$ cat config.mk
export PLATFORM = sky130hd
export DESIGN_NAME = main_control_fsm
export DESIGN_NICKNAME = d
export VERILOG_FILES = /design/src/rtl/cpu_pkg.sv /design/src/rtl/ctrl_output_decode.sv /design/src/rtl/main_control_fsm.sv
export SDC_FILE = /design/constraint.sdc
export NUM_CORES = 1
export LEC_CHECK = 0
export BUFFER_PORTS_ARGS = -buffer_cell sky130_fd_sc_hd__buf_2
export CAP_MARGIN = 40
export CORE_MARGIN = 1.5
export CORE_UTILIZATION = 47
export CTS_BUF_LIST = sky130_fd_sc_hd__clkbuf_16
export DETAILED_ROUTE_END_ITERATION = 12
export PLACE_DENSITY = 0.84
export RECOVER_POWER = 50
export SLEW_MARGIN = 20
export SYNTH_ARGS = -nofsm -noshare
export SYNTH_HDL_FRONTEND = slang
export SYNTH_SLANG_ARGS = --single-unit
$ cat constraint.sdc
create_clock -name clock -period 3.1 [get_ports clock]
set_input_delay 0.775 -clock clock [delete_from_list [all_inputs] [get_ports clock]]
set_output_delay 0.775 -clock clock [all_outputs]
set_load 0.01 [all_outputs]
$ cat src/rtl/cpu_pkg.sv
`default_nettype none
// ============================================================================
// Module   : cpu_pkg
// Purpose  : Shared opcodes, ALU encodings, FSM states and control vector
//            for the multi-cycle RV32 subset controller.
// Revision : 1.0
// ============================================================================
package cpu_pkg;

    localparam logic [6:0] OP_LOAD   = 7'b0000011;
    localparam logic [6:0] OP_STORE  = 7'b0100011;
    localparam logic [6:0] OP_R      = 7'b0110011;
    localparam logic [6:0] OP_IMM    = 7'b0010011;
    localparam logic [6:0] OP_BRANCH = 7'b1100011;

    localparam logic [2:0] F3_ADD  = 3'b000;
    localparam logic [2:0] F3_AND  = 3'b111;
    localparam logic [2:0] F3_SLL  = 3'b001;
    localparam logic [2:0] F3_OR   = 3'b110;
    localparam logic [2:0] F3_BYTE = 3'b000;
    localparam logic [2:0] F3_BNE  = 3'b001;

    localparam logic [1:0] ALUOP_ADD   = 2'b00;
    localparam logic [1:0] ALUOP_SUB   = 2'b01;
    localparam logic [1:0] ALUOP_FUNCT = 2'b10;

    localparam logic [1:0] ALU_SRC_B_RS2  = 2'b00;
    localparam logic [1:0] ALU_SRC_B_FOUR = 2'b01;
    localparam logic [1:0] ALU_SRC_B_IMM  = 2'b10;

    typedef enum logic [3:0] {
        S_FETCH     = 4'd0,
        S_DECODE    = 4'd1,
        S_MEM_ADDR  = 4'd2,
        S_MEM_READ  = 4'd3,
        S_MEM_WB    = 4'd4,
        S_MEM_WRITE = 4'd5,
        S_EXEC_R    = 4'd6,
        S_EXEC_I    = 4'd7,
        S_ALU_WB    = 4'd8,
        S_BRANCH    = 4'd9
    } state_t;

    typedef struct packed {
        logic       pc_write;
        logic       pc_write_cond;
        logic       iord;
        logic       mem_read;
        logic       mem_write;
        logic       ir_write;
        logic       mem_to_reg;
        logic       reg_write;
        logic       alu_src_a;
        logic [1:0] alu_src_b;
        logic [1:0] alu_op;
    } ctrl_t;

    // Idle vector: everything off, ALU B input parked on the PC increment.
    localparam ctrl_t CTRL_RESET = ctrl_t'({9'b0, ALU_SRC_B_FOUR, ALUOP_ADD});

    function automatic logic is_legal(input logic [6:0] op, input logic [2:0] f3);
        logic ok;
        ok = 1'b0;
        case (op)
            OP_R:               ok = (f3 == F3_ADD) || (f3 == F3_AND) || (f3 == F3_SLL);
            OP_IMM:             ok = (f3 == F3_OR);
            OP_LOAD, OP_STORE:  ok = (f3 == F3_BYTE);
            OP_BRANCH:          ok = (f3 == F3_BNE);
            default:            ok = 1'b0;
        endcase
        return ok;
    endfunction

endpackage : cpu_pkg
`default_nettype wire

$ cat src/rtl/ctrl_output_decode.sv
`default_nettype none
// ============================================================================
// Module   : ctrl_output_decode
// Purpose  : Combinational state -> datapath control vector decoder.
// Revision : 1.0
// ============================================================================
module ctrl_output_decode
    import cpu_pkg::*;
(
    input  state_t i_state,
    input  logic   i_wb_imm,
    output ctrl_t  o_ctrl
);

    always_comb begin
        o_ctrl = '0;
        case (i_state)
            S_FETCH: begin
                o_ctrl.mem_read  = 1'b1;
                o_ctrl.ir_write  = 1'b1;
                o_ctrl.pc_write  = 1'b1;
                o_ctrl.alu_src_b = ALU_SRC_B_FOUR;
                o_ctrl.alu_op    = ALUOP_ADD;
            end
            S_DECODE: begin
                o_ctrl.alu_src_b = ALU_SRC_B_IMM;
                o_ctrl.alu_op    = ALUOP_ADD;
            end
            S_MEM_ADDR: begin
                o_ctrl.alu_src_a = 1'b1;
                o_ctrl.alu_src_b = ALU_SRC_B_IMM;
                o_ctrl.alu_op    = ALUOP_ADD;
            end
            S_MEM_READ: begin
                o_ctrl.mem_read = 1'b1;
                o_ctrl.iord     = 1'b1;
            end
            S_MEM_WB: begin
                o_ctrl.reg_write  = 1'b1;
                o_ctrl.mem_to_reg = 1'b1;
            end
            S_MEM_WRITE: begin
                o_ctrl.mem_write = 1'b1;
                o_ctrl.iord      = 1'b1;
            end
            S_EXEC_R: begin
                o_ctrl.alu_src_a = 1'b1;
                o_ctrl.alu_src_b = ALU_SRC_B_RS2;
                o_ctrl.alu_op    = ALUOP_FUNCT;
            end
            S_EXEC_I: begin
                o_ctrl.alu_src_a = 1'b1;
                o_ctrl.alu_src_b = ALU_SRC_B_IMM;
                o_ctrl.alu_op    = ALUOP_FUNCT;
            end
            S_ALU_WB: begin
                // ALU controls stay as in the EXEC state so the registered ALU result is stable.
                o_ctrl.reg_write = 1'b1;
                o_ctrl.alu_src_a = 1'b1;
                o_ctrl.alu_src_b = i_wb_imm ? ALU_SRC_B_IMM : ALU_SRC_B_RS2;
                o_ctrl.alu_op    = ALUOP_FUNCT;
            end
            S_BRANCH: begin
                o_ctrl.alu_src_a     = 1'b1;
                o_ctrl.alu_src_b     = ALU_SRC_B_RS2;
                o_ctrl.alu_op        = ALUOP_SUB;
                o_ctrl.pc_write_cond = 1'b1;
            end
            default: o_ctrl = '0;
        endcase
    end

endmodule : ctrl_output_decode
`default_nettype wire

$ cat src/rtl/main_control_fsm.sv
`default_nettype none
// ============================================================================
// Module   : main_control_fsm
// Purpose  : Multi-cycle main control FSM for lb/sb/add/and/ori/sll/bne with
//            memory-wait timeout and illegal-instruction detection.
// Revision : 1.0
// ============================================================================
module main_control_fsm
    import cpu_pkg::*;
#(
    parameter int INSTR_W      = 32,
    parameter int MEM_WAIT_MAX = 15
) (
    input  logic               clock,
    input  logic               reset,
    input  logic [INSTR_W-1:0] instr,
    input  logic               mem_ready,
    output logic               pc_write,
    output logic               pc_write_cond,
    output logic               iord,
    output logic               mem_read,
    output logic               mem_write,
    output logic               ir_write,
    output logic               mem_to_reg,
    output logic               reg_write,
    output logic               alu_src_a,
    output logic [1:0]         alu_src_b,
    output logic [1:0]         alu_op,
    output logic [2:0]         funct3_out,
    output logic               illegal_instr,
    output logic               bus_error,
    output logic [3:0]         state_dbg
);

    localparam int WAIT_W = (MEM_WAIT_MAX > 1) ? $clog2(MEM_WAIT_MAX) : 1;
    localparam logic [WAIT_W-1:0] c_WAIT_LAST =
        WAIT_W'((MEM_WAIT_MAX > 0) ? MEM_WAIT_MAX - 1 : 0);

    state_t            r_state;
    logic [2:0]        r_funct3;
    logic [WAIT_W-1:0] r_wait;
    logic              r_illegal;
    logic              r_bus_error;
    logic              r_is_store;
    logic              r_wb_imm;

    logic [6:0] w_opcode;
    logic [2:0] w_funct3;
    logic       w_legal;
    logic       w_wait_state;
    logic       w_timeout;
    logic       w_unused;
    ctrl_t      w_ctrl;
    ctrl_t      w_gated;
    ctrl_t      w_out;

    assign w_opcode = instr[6:0];
    assign w_funct3 = instr[14:12];
    assign w_legal  = is_legal(w_opcode, w_funct3);
    assign w_unused = ^{instr[INSTR_W-1:15], instr[11:7]};

    assign w_wait_state = (r_state == S_FETCH) || (r_state == S_MEM_READ) ||
                          (r_state == S_MEM_WRITE);
    assign w_timeout    = (MEM_WAIT_MAX != 0) && w_wait_state && !mem_ready &&
                          (r_wait == c_WAIT_LAST);

    always_ff @(posedge clock) begin
        if (reset) begin
            r_state     <= S_FETCH;
            r_funct3    <= '0;
            r_wait      <= '0;
            r_illegal   <= 1'b0;
            r_bus_error <= 1'b0;
            r_is_store  <= 1'b0;
            r_wb_imm    <= 1'b0;
        end else begin
            r_illegal   <= 1'b0;
            r_bus_error <= w_timeout;

            if (w_wait_state && !mem_ready && !w_timeout && (MEM_WAIT_MAX != 0))
                r_wait <= r_wait + 1'b1;
            else
                r_wait <= '0;

            case (r_state)
                S_FETCH: begin
                    if (mem_ready)
                        r_state <= S_DECODE;
                end
                S_DECODE: begin
                    r_funct3   <= w_funct3;
                    r_is_store <= (w_opcode == OP_STORE);
                    r_wb_imm   <= (w_opcode == OP_IMM);
                    if (!w_legal) begin
                        r_illegal <= 1'b1;
                        r_state   <= S_FETCH;
                    end else begin
                        case (w_opcode)
                            OP_LOAD, OP_STORE: r_state <= S_MEM_ADDR;
                            OP_R:              r_state <= S_EXEC_R;
                            OP_IMM:            r_state <= S_EXEC_I;
                            default:           r_state <= S_BRANCH;
                        endcase
                    end
                end
                S_MEM_ADDR:  r_state <= r_is_store ? S_MEM_WRITE : S_MEM_READ;
                S_MEM_READ: begin
                    if (mem_ready)
                        r_state <= S_MEM_WB;
                    else if (w_timeout)
                        r_state <= S_FETCH;
                end
                S_MEM_WRITE: begin
                    if (mem_ready || w_timeout)
                        r_state <= S_FETCH;
                end
                S_EXEC_R, S_EXEC_I: r_state <= S_ALU_WB;
                default:            r_state <= S_FETCH;
            endcase
        end
    end

    ctrl_output_decode u_decode (
        .i_state (r_state),
        .i_wb_imm(r_wb_imm),
        .o_ctrl  (w_ctrl)
    );

    // IR load and PC increment only happen on the cycle the fetch completes.
    always_comb begin
        w_gated          = w_ctrl;
        w_gated.ir_write = w_ctrl.ir_write & mem_ready;
        w_gated.pc_write = w_ctrl.pc_write & mem_ready;
    end

    assign w_out = reset ? CTRL_RESET : w_gated;

    assign pc_write      = w_out.pc_write;
    assign pc_write_cond = w_out.pc_write_cond;
    assign iord          = w_out.iord;
    assign mem_read      = w_out.mem_read;
    assign mem_write     = w_out.mem_write;
    assign ir_write      = w_out.ir_write;
    assign mem_to_reg    = w_out.mem_to_reg;
    assign reg_write     = w_out.reg_write;
    assign alu_src_a     = w_out.alu_src_a;
    assign alu_src_b     = w_out.alu_src_b;
    assign alu_op        = w_out.alu_op;
    assign funct3_out    = reset ? 3'b000 : r_funct3;
    assign illegal_instr = r_illegal & ~reset;
    assign bus_error     = r_bus_error & ~reset;
    assign state_dbg     = r_state;

endmodule : main_control_fsm
`default_nettype wire
==> results of run 1 <==
## layout by cell type, fill, tap and decap left out, types with 2 or more instances in the layout
master	n
a2111oi_0	2
a21oi_1	9
a31oi_1	5
and2b_1	2
and4_1	2
buf_2	30
clkbuf_1	4
clkbuf_16	3
dfxtp_1	15
ha_1	2
inv_1	3
nand2_1	13
nand2b_1	2
nand3_1	6
nor2_1	18
nor2b_1	7
nor3_1	9
nor4_1	2
o211ai_1	2
o21a_1	2
o21ai_0	4
xnor2_1	2
## final cells by class
type                    instances  share of cell area (%)
clock buffers                   3                    6.15
clock inverters                 1                   0.410
inverters                       4                    1.23
multi-input cells             106                    51.3
flip-flops and latches         15                    24.6
well taps                      27                    2.77
repair buffers                 34                    13.5
## power groups by stage
stage | Combinational [W] | Sequential (W) | Clock, W
after floorplan | 0.0000469 | 0.000207 | 0
after global placement | 0.0000664 | 0.000209 | 0
after detailed placement | 0.0000682 | 0.000209 | 0
after CTS | 0.0000688 | 0.000205 | 0.000256
after global routing | 0.0000737 | 0.000206 | 0.000263
final | 0.0000653 | 0.000205 | 0.000256
## state kept, by name, summed over array words and instances (netlist names)
| register | count |
|---|---|
| r_funct3 | 3 |
| state_dbg | 4 |
| r_is_store | 1 |
| r_wait | 4 |
| r_wb_imm | 1 |
| r_bus_error | 1 |
| r_illegal | 1 |
## worst paths after layout
kind                             start                         to  slack, ns  cells after the start
max          state_dbg[2]$_SDFFE_PP0P_                       iord       0.59                      4
min           r_funct3[1]$_SDFFE_PP0P_   r_funct3[1]$_SDFFE_PP0P_       0.45                      2
max reg2reg  state_dbg[1]$_SDFFE_PP0P_  state_dbg[1]$_SDFFE_PP0P_       0.81                      5
min reg2reg   r_funct3[1]$_SDFFE_PP0P_   r_funct3[1]$_SDFFE_PP0P_       0.45                      2
## stage by stage
stage / total power [W] / hold slack (ns) / area, sq um / worst slack, ns
2_1_floorplan: 0.000253 / 0.430 / 1040 / 0.739
3_3_place_gp: 0.000275 / 0.437 / 1190 / 0.766
3_5_place_dp: 0.000277 / 0.443 / 1190 / 0.741
4_1_cts: 0.000530 / 0.449 / 1270 / 0.620
5_1_grt: 0.000542 / 0.481 / 1220 / 0.451
6_report: 0.000527 / 0.449 / 1220 / 0.590
## routing by layer
metal,global-route usage (%),share of wire [%],wire (um),up-vias
met5,0,0,0,-
met4,8.33,1.3,33,0
met3,3.64,5.3,131,5
met2,35.6,48,1180,42
met1,27.8,46,1140,477
li1,-,-,-,540
## tightest hold or removal path: stages, from the launching register on
cell and delay (ns):
dfxtp_1 0.30, nand2_1 0.05, a21oi_1 0.05
## cells by family (layout without fill, tap and decap cells)
logic type                 after synthesis  in the layout
buffers and inverters                   12             42
muxes                                    1              1
adders and majority gates                2              2
xor gates and xnor gates                 3              3
AOI/OAI and AO/OA                       30             30
DFF                                     15             15
and+or+nand+nor                         70             70
==> flow_summary.yaml, run 1 <==
min_path:
  min_path_type: "flop to flop"
clocking:
  cts.htree.levels: 1
  clk_latency_ns: 0.25
  cts_setup_buffers: 0
  tritoncts: "yes"
  cts_buffer_depth: 2
  root_buffer: "clkbuf_16"
  cts-hold-fix-buffers: 0
  clock_sinks: 15
  postCtsResizedCells: 0
  cts_buffers: 3
  path_clk_slew_ns: 0.05
power:
  cellPowerDensity_nw_per_um2: 431
  intPower_w: 0.000397
  p_sw_w: 0.000129
  irDropWorstVdd_mv: 0.284
  swShare_pct: 24.5
  power_leakage_nw: 0.501
  p_comb_share_pct: 12.4
  p_clk_share_pct: 48.7
  p_seq_share_pct: 38.9
timing:
  worstMarginPinSlew_ns: 0.637
  clock_skew_ns: 0.00255
  setup_viol: 0
  max_clock_freq_ghz: 0.398
  period_share_pct: 81.0
  slew_violations: 0
  slew-limit-headroom_pct: 57.2
  rsz0062_at_grt: "no"
  min_period_ns: 2.51
  hold_viol: 0
  totalNegativeSetupSlack_ns: 0
setup_path:
  arrival_ns: 1.73
  crit_type: "flop to output port"
  critPathSlowestCell: "dfxtp_1"
  max_stage_delay_ns: 0.56
  critPathCaptureType: "output port"
  worstPathRequired_ns: 2.32
  path_max_fanout: 12
  crit_family: "flip-flops"
  worstSetupStartpointType: "flop"
  path_buf_inv: 1
  crit_chain: "and2b_1 > o21ai_0 > nor3_1 > buf_2"
floorplanning:
  die_area_sq_um: 2500
  die_y_um: 50.0
  coreArea_sq_um: 2020
  io_pins: 57
  num_rows: 16
  fp.dieW_um: 50.0
  start_util_pct: 51.2
drt:
  drc: 0
  vias_per_cell: 5.60
  drtIter0Drc: 30
  routed_wl_mm: 2.48
  drtAntennaViolNets: 0
  wire_per_inst_um: 13.1
  num_vias: 1064
  drt_pass1_iterations: 4
final_layout:
  final_core_util_pct: 60.4
  multi_input_area_sq_um: 627
  regArea_sq_um: 300
  stdcell_count: 190
  n_fill_cell: 190
  n_antenna_cell: 0
  syn2layout_area_growth_pct: 17.9
  nets: 201
  drive_above_1_share_pct: 23.9
logic_synthesis:
  synthTopCellsByArea: "dfxtp_1 (29%), nor2_1 (6.5%), a21oi_1 (4.3%)"
  yosysSeqAreaShare_pct: 29.0
  synth_top_family_by_area: "simple AND/OR/NAND/NOR gates"
  synthFlopType: "dfxtp_1"
  synth_compound_area_share_pct: 22.5
  synth_edf_count: 0
  syn_inst: 133
  synth-adder-area-share_pct: 2.42
  yosysTopAreaCellShare_pct: 29.0
  yosysTopAreaCell: "dfxtp_1"
  synth_most_common_cell: "nor2_1"
  muxShareOfSynthArea_pct: 0.966
  ys_types: 46
  async_reset_ff_share_pct: 0
  synth.avg_cell_area_sq_um: 7.79
  synth_xor_area_share_pct: 2.54
  yosys.area_share.simple_pct: 36.6
  synthTopCellsByCount: "nor2_1 (18), dfxtp_1 (15), nand2_1 (12)"
  yosysWarnings: 0
  netlist_area_sq_um: 1040
  syn_nets: 170
  synth_seq_cells: 15
run_status:
  status: "finished clean"
global_routing:
  first_global_vias: 958
  grt_pass1_wl_mm: 4.22
  grt_max_degree: 27
  track_usage_pct: 21.6
  grt_overflow: 0
  antenna_found_initial: 0
place:
  dp_cells: 186
  gp_congestion: 0.823
  dp_hpwl_mm: 1.78
  port_buffers: 34
run:
  drv_cap: 0
Power figures use the tool's default switching activity.
==> run 2: changes to the inputs <==
Settings changed: ABC_AREA set to 1, CORE_UTILIZATION 47 to 39, PLACE_DENSITY 0.84 to 0.74.
Clock period 3.1 ns to 2.3 ns, I/O delays scaled along.
==> run 2 against run 1 <==
Effect of this change:
- area after synthesis up 0.24%
- worst hold slack better by 0.018 ns
- register-to-register slack worse by 0.20 ns
- routed wire length down 9.1%
- sequential cell count unchanged
- clock skew up 0.0020 ns
- combinational power up 70%
- count of clock-buffer cells in the layout unchanged
- sequential share of layout area down 0.73 points
- clock power up 34%
- critical path type unchanged
==> flow_summary.yaml, run 2 <==
min_path:
  hp-start: "r_wait[0]$_SDFF_PP0_"
  min_path_type: "flop to flop"
  holdPathStages: 1
clocking:
  cts-hold-fix-buffers: 0
  root_buffer: "clkbuf_16"
  clk_latency_ns: 0.25
  tritoncts: "yes"
  cts.htree.levels: 1
  cts_buffers: 3
  cts_buffer_depth: 2
  path_clk_slew_ns: 0.05
  clock_sinks: 15
  cts_setup_buffers: 0
  postCtsResizedCells: 0
power:
  irDropWorstVdd_mv: 0.630
  power_leakage_nw: 0.664
  cellPowerDensity_nw_per_um2: 582
  power.total_w: 0.000732
timing:
  min_period_ns: 2.15
  slew_violations: 0
  period_share_pct: 93.3
  slew-limit-headroom_pct: 69.5
  worstMarginPinSlew_ns: 0.457
  rsz0062_at_grt: "no"
  max_clock_freq_ghz: 0.466
  setup_viol: 0
  totalNegativeSetupSlack_ns: 0
  hold_viol: 0
  whs_ns: 0.467
  clock_skew_ns: 0.00452
floorplanning:
  io_pins: 57
  fp.dieW_um: 54.6
  coreArea_sq_um: 2500
  die_y_um: 54.6
  start_util_pct: 41.5
  num_rows: 18
  die_area_sq_um: 2980
final_layout:
  drive_above_1_share_pct: 21.6
  nets: 237
  n_fill_cell: 281
  multi_input_area_sq_um: 559
  final_area_sq_um: 1260
  syn2layout_area_growth_pct: 21.2
  final_core_util_pct: 50.4
  final_common_cell: "nand2_1"
  mostFrequentLayoutCells: "nand2_1 (35), nor2_1 (31), inv_1 (30), buf_2 (30), dfxtp_1 (15)"
  n_antenna_cell: 0
  regArea_sq_um: 300
setup_path:
  startpoint: "state_dbg[0]$_SDFFE_PP0P_"
  worstSetupStartpointType: "flop"
  critPathCaptureType: "output port"
  crit_chain: "inv_2 > nor2_4 > and2_4 > inv_1 > a41oi_1 > buf_2"
  arrival_ns: 1.57
  worstReg2RegStart: "state_dbg[2]$_SDFFE_PP0P_"
  path_max_fanout: 7
  crit_type: "flop to output port"
  critPathSlowestCell: "dfxtp_1"
  worstPathRequired_ns: 1.73
  max_stage_delay_ns: 0.46
  rr_worst_depth: 9
logic_synthesis:
  yosysWarnings: 0
  ys_types: 27
  synthFlopType: "dfxtp_1"
  synthTopCellsByCount: "nand2_1 (34), inv_1 (30), nor2_1 (29)"
  async_reset_ff_share_pct: 0
  yosysTopAreaCell: "dfxtp_1"
  syn_inst: 167
  yosysTopAreaCellShare_pct: 28.9
  synthTopCellsByArea: "dfxtp_1 (29%), nand2_1 (12%), inv_1 (11%)"
  synth_seq_cells: 15
  syn_nets: 204
  yosysSeqAreaShare_pct: 28.9
  netlist_area_sq_um: 1040
  synth.avg_cell_area_sq_um: 6.22
  synth_most_common_cell: "nand2_1"
  synth_edf_count: 0
drt:
  drtIter0Drc: 20
  wire_per_inst_um: 9.86
  routed_wl_mm: 2.26
  drtAntennaViolNets: 0
  drt_pass1_iterations: 5
  drc: 0
  num_vias: 1105
  vias_per_cell: 4.83
global_routing:
  track_usage_pct: 17.2
  grt_overflow: 0
  first_global_vias: 892
  antenna_found_initial: 0
  grt_pass1_wl_mm: 3.71
  grt_max_degree: 28
place:
  port_buffers: 34
  placed_area_sq_um: 1200
  dp_hpwl_mm: 1.74
  gp_congestion: 0.777
run:
  drv_cap: 0
run_status:
  status: "finished clean"
## run 2: cell count changes after synthesis, moves of 5 or more
cell     change
a31oi_1      -5
inv_1       +27
nand2_1     +22
nand3_1      +7
nor2_1      +11
nor2b_1      -7
nor3_1       -6
o21ai_0      +5
## run 2: cell type report
cell class / count / share of cell area [%]
Sequential cell: 15 / 23.9
Inverter: 31 / 9.24
Clock inverter: 1 / 0.398
Multi-Input combinational cell: 115 / 44.4
Clock buffer: 3 / 5.96
Tap cell: 30 / 2.98
Timing Repair Buffer: 34 / 13.1
## run 2: worst max-delay path: cells and delay by family (launching register included)
family / cells / cell delay [ns]
AO/OA/AOI/OAI: 1 / 0.22
AND/OR/NAND/NOR: 2 / 0.29
flip-flops: 1 / 0.46
buffers and inverters: 3 / 0.35
## run 2: logic make-up (layout without fill, tap and decap cells)
group,count (synthesis),in the layout,share of synthesized area [%]
AND/OR/NAND/NOR,91,91,40.1
buffers and inverters,37,69,15.2
AO/OA/AOI/OAI,20,20,11.7
flip-flops,15,15,28.9
adder cells (fa/ha/maj),2,2,2.41
XOR/XNOR,2,2,1.69
## run 2: power breakdown
group	total [W]	switching, W	internal [W]
sequential	0.000278	0.00000695	0.000272
clock	0.000343	0.000110	0.000232
combinational	0.000111	0.0000701	0.0000412
## run 2: worst paths after layout
kind / end / slack [ns]
max: alu_src_b[1] / 0.15
min: r_wait[0]$_SDFF_PP0_ / 0.47
max reg2reg: state_dbg[0]$_SDFFE_PP0P_ / 0.61
min reg2reg: r_wait[0]$_SDFF_PP0_ / 0.47
## run 2: through the flow
| step | cells | setup WS, ns |
|---|---|---|
| after floorplan | 167 | 0.428 |
| after global placement | 225 | 0.386 |
| after detailed placement | 225 | 0.383 |
| after CTS | 229 | 0.162 |
| after global routing | 229 | 0.0345 |
| final | 229 | 0.153 |
## run 2: routing by layer
metal | share of wire (%) | wire length, um | vias to the layer above | global-route usage [%]
met3 | 5.3 | 119 | 2 | 5.19
met1 | 48 | 1090 | 490 | 20.8
met5 | 0 | 0 | - | 0
li1 | - | - | 584 | -
met4 | 0.84 | 19 | 0 | 5.00
met2 | 46 | 1030 | 29 | 29.2
==> run 3: changes to the inputs <==
Settings changed: CORE_UTILIZATION 39 to 30, PLACE_DENSITY 0.74 to not set.
==> run 3 against run 2 <==
Effect of this change:
- design area grew 1.1%
- final cell count increased by 7.0%
- via count decreased by 2.5%
- global-route usage down 4.4 points
- core utilization decreased by 12 points
==> flow_summary.yaml, run 3 (synthesis results as in run 2) <==
final_layout:
  n_antenna_cell: 0
  regArea_sq_um: 300
  nets: 237
  n_fill_cell: 401
  drive_above_1_share_pct: 20.6
  stdcell_count: 245
  final_common_cell: "nand2_1"
  syn2layout_area_growth_pct: 22.5
  multi_input_area_sq_um: 554
  mostFrequentLayoutCells: "nand2_1 (35), nor2_1 (31), inv_1 (30)"
power:
  cellPowerDensity_nw_per_um2: 570
  p_seq_share_pct: 38.4
  irDropWorstVdd_mv: 0.217
  p_comb_share_pct: 15.2
  intPower_w: 0.000544
  power.total_w: 0.000725
  swShare_pct: 25.0
  p_clk_share_pct: 46.4
  p_sw_w: 0.000181
  power_leakage_nw: 0.659
clocking:
  cts_buffers: 3
  cts_setup_buffers: 0
  root_buffer: "clkbuf_16"
  cts-hold-fix-buffers: 0
  path_clk_slew_ns: 0.05
  tritoncts: "yes"
  cts.htree.levels: 1
  postCtsResizedCells: 0
  cts_buffer_depth: 2
  clk_latency_ns: 0.24
  clock_sinks: 15
place:
  dp_hpwl_mm: 1.79
  port_buffers: 34
  gp_congestion: 0.773
  dp_cells: 241
drt:
  drc: 0
  drtIter0Drc: 53
  routed_wl_mm: 2.28
  drtAntennaViolNets: 0
  vias_per_cell: 4.40
  num_vias: 1077
  wire_per_inst_um: 9.30
  drt_pass1_iterations: 4
floorplanning:
  die_area_sq_um: 3820
  io_pins: 57
  start_util_pct: 31.1
  fp.dieW_um: 61.8
  coreArea_sq_um: 3340
  num_rows: 21
  die_y_um: 61.8
timing:
  setup_viol: 0
  totalNegativeSetupSlack_ns: 0
  period_share_pct: 91.5
  rsz0062_at_grt: "no"
  hold_viol: 0
  max_clock_freq_ghz: 0.475
  clock_skew_ns: 0.00123
  worstMarginPinSlew_ns: 0.461
  min_period_ns: 2.10
  slew-limit-headroom_pct: 69.3
  slew_violations: 0
min_path:
  min_path_type: "flop to flop"
  holdPathStages: 2
global_routing:
  antenna_found_initial: 0
  grt_pass1_wl_mm: 3.72
  grt_max_degree: 28
  first_global_vias: 909
  grt_overflow: 0
  track_usage_pct: 12.8
run:
  drv_cap: 0
setup_path:
  arrival_ns: 1.53
  startpoint: "state_dbg[2]$_SDFFE_PP0P_"
  worstReg2RegStart: "state_dbg[2]$_SDFFE_PP0P_"
  rrSetupSlack_ns: 0.65
  path_max_fanout: 5
  rr_worst_depth: 9
  critPathCaptureType: "output port"
  crit_type: "flop to output port"
  worstSetupStartpointType: "flop"
  worstPathRequired_ns: 1.73
  worst_r2r_endpoint: "state_dbg[0]$_SDFFE_PP0P_"
  endpoint: "alu_src_a"
run_status:
  status: "finished clean"
-- run 3: worst min-delay path by stage --
stage	from	slack (ns)	end
2_1_floorplan	r_wait[0]$_SDFF_PP0_	0.43	r_wait[0]$_SDFF_PP0_
6_report	r_wb_imm$_SDFFE_PP0P_	0.48	r_wb_imm$_SDFFE_PP0P_
3_5_place_dp	r_wait[0]$_SDFF_PP0_	0.46	r_wait[0]$_SDFF_PP0_
3_3_place_gp	r_wait[0]$_SDFF_PP0_	0.45	r_wait[0]$_SDFF_PP0_
5_1_grt	r_wait[0]$_SDFF_PP0_	0.50	r_wait[0]$_SDFF_PP0_
4_1_cts	r_wb_imm$_SDFFE_PP0P_	0.47	r_wb_imm$_SDFFE_PP0P_
-- run 3: power groups by stage --
| stage | combinational [W] | sequential (W) | clock, W |
|---|---|---|---|
| detailed placement | 0.000116 | 0.000284 | 0 |
| global placement | 0.000116 | 0.000283 | 0 |
| global route | 0.000127 | 0.000280 | 0.000356 |
| CTS | 0.000117 | 0.000278 | 0.000343 |
| finish | 0.000110 | 0.000278 | 0.000337 |
| floorplan | 0.0000835 | 0.000283 | 0 |
-- run 3: metal layers --
layer	track usage, %	vias to the layer above	routed length [um]
li1	-	585	-
met1	16.0	466	1090
met2	22.3	24	1060
met3	2.48	2	106
met4	3.65	0	19
met5	0	-	0
-- run 3: metrics by stage --
stage               utilization [%]  hold slack (ns)  cell area, sq um  setup WS, ns
global placement               36.7            0.449              1220         0.391
global route                   38.1            0.505              1270        0.0465
floorplan                         -            0.430              1040         0.428
finish                         38.1            0.476              1270         0.196
CTS                            39.1            0.474              1310         0.193
detailed placement             36.7            0.461              1220         0.379
-- run 3: final cells by class --
| type | count | area share (%) |
|---|---|---|
| multi-input combinational | 115 | 43.6 |
| timing repair buffer | 34 | 12.9 |
| inverter | 31 | 9.14 |
| tap | 46 | 4.52 |
| sequential | 15 | 23.6 |
| clock buffer | 3 | 5.90 |
| clock inverter | 1 | 0.393 |
-- run 3: worst max-delay path, stage by stage, from the launching register on --
cell     delay, ns
dfxtp_1       0.36
inv_1         0.09
nor2_1        0.26
nand2_1       0.16
a41oi_1       0.25
buf_2         0.16
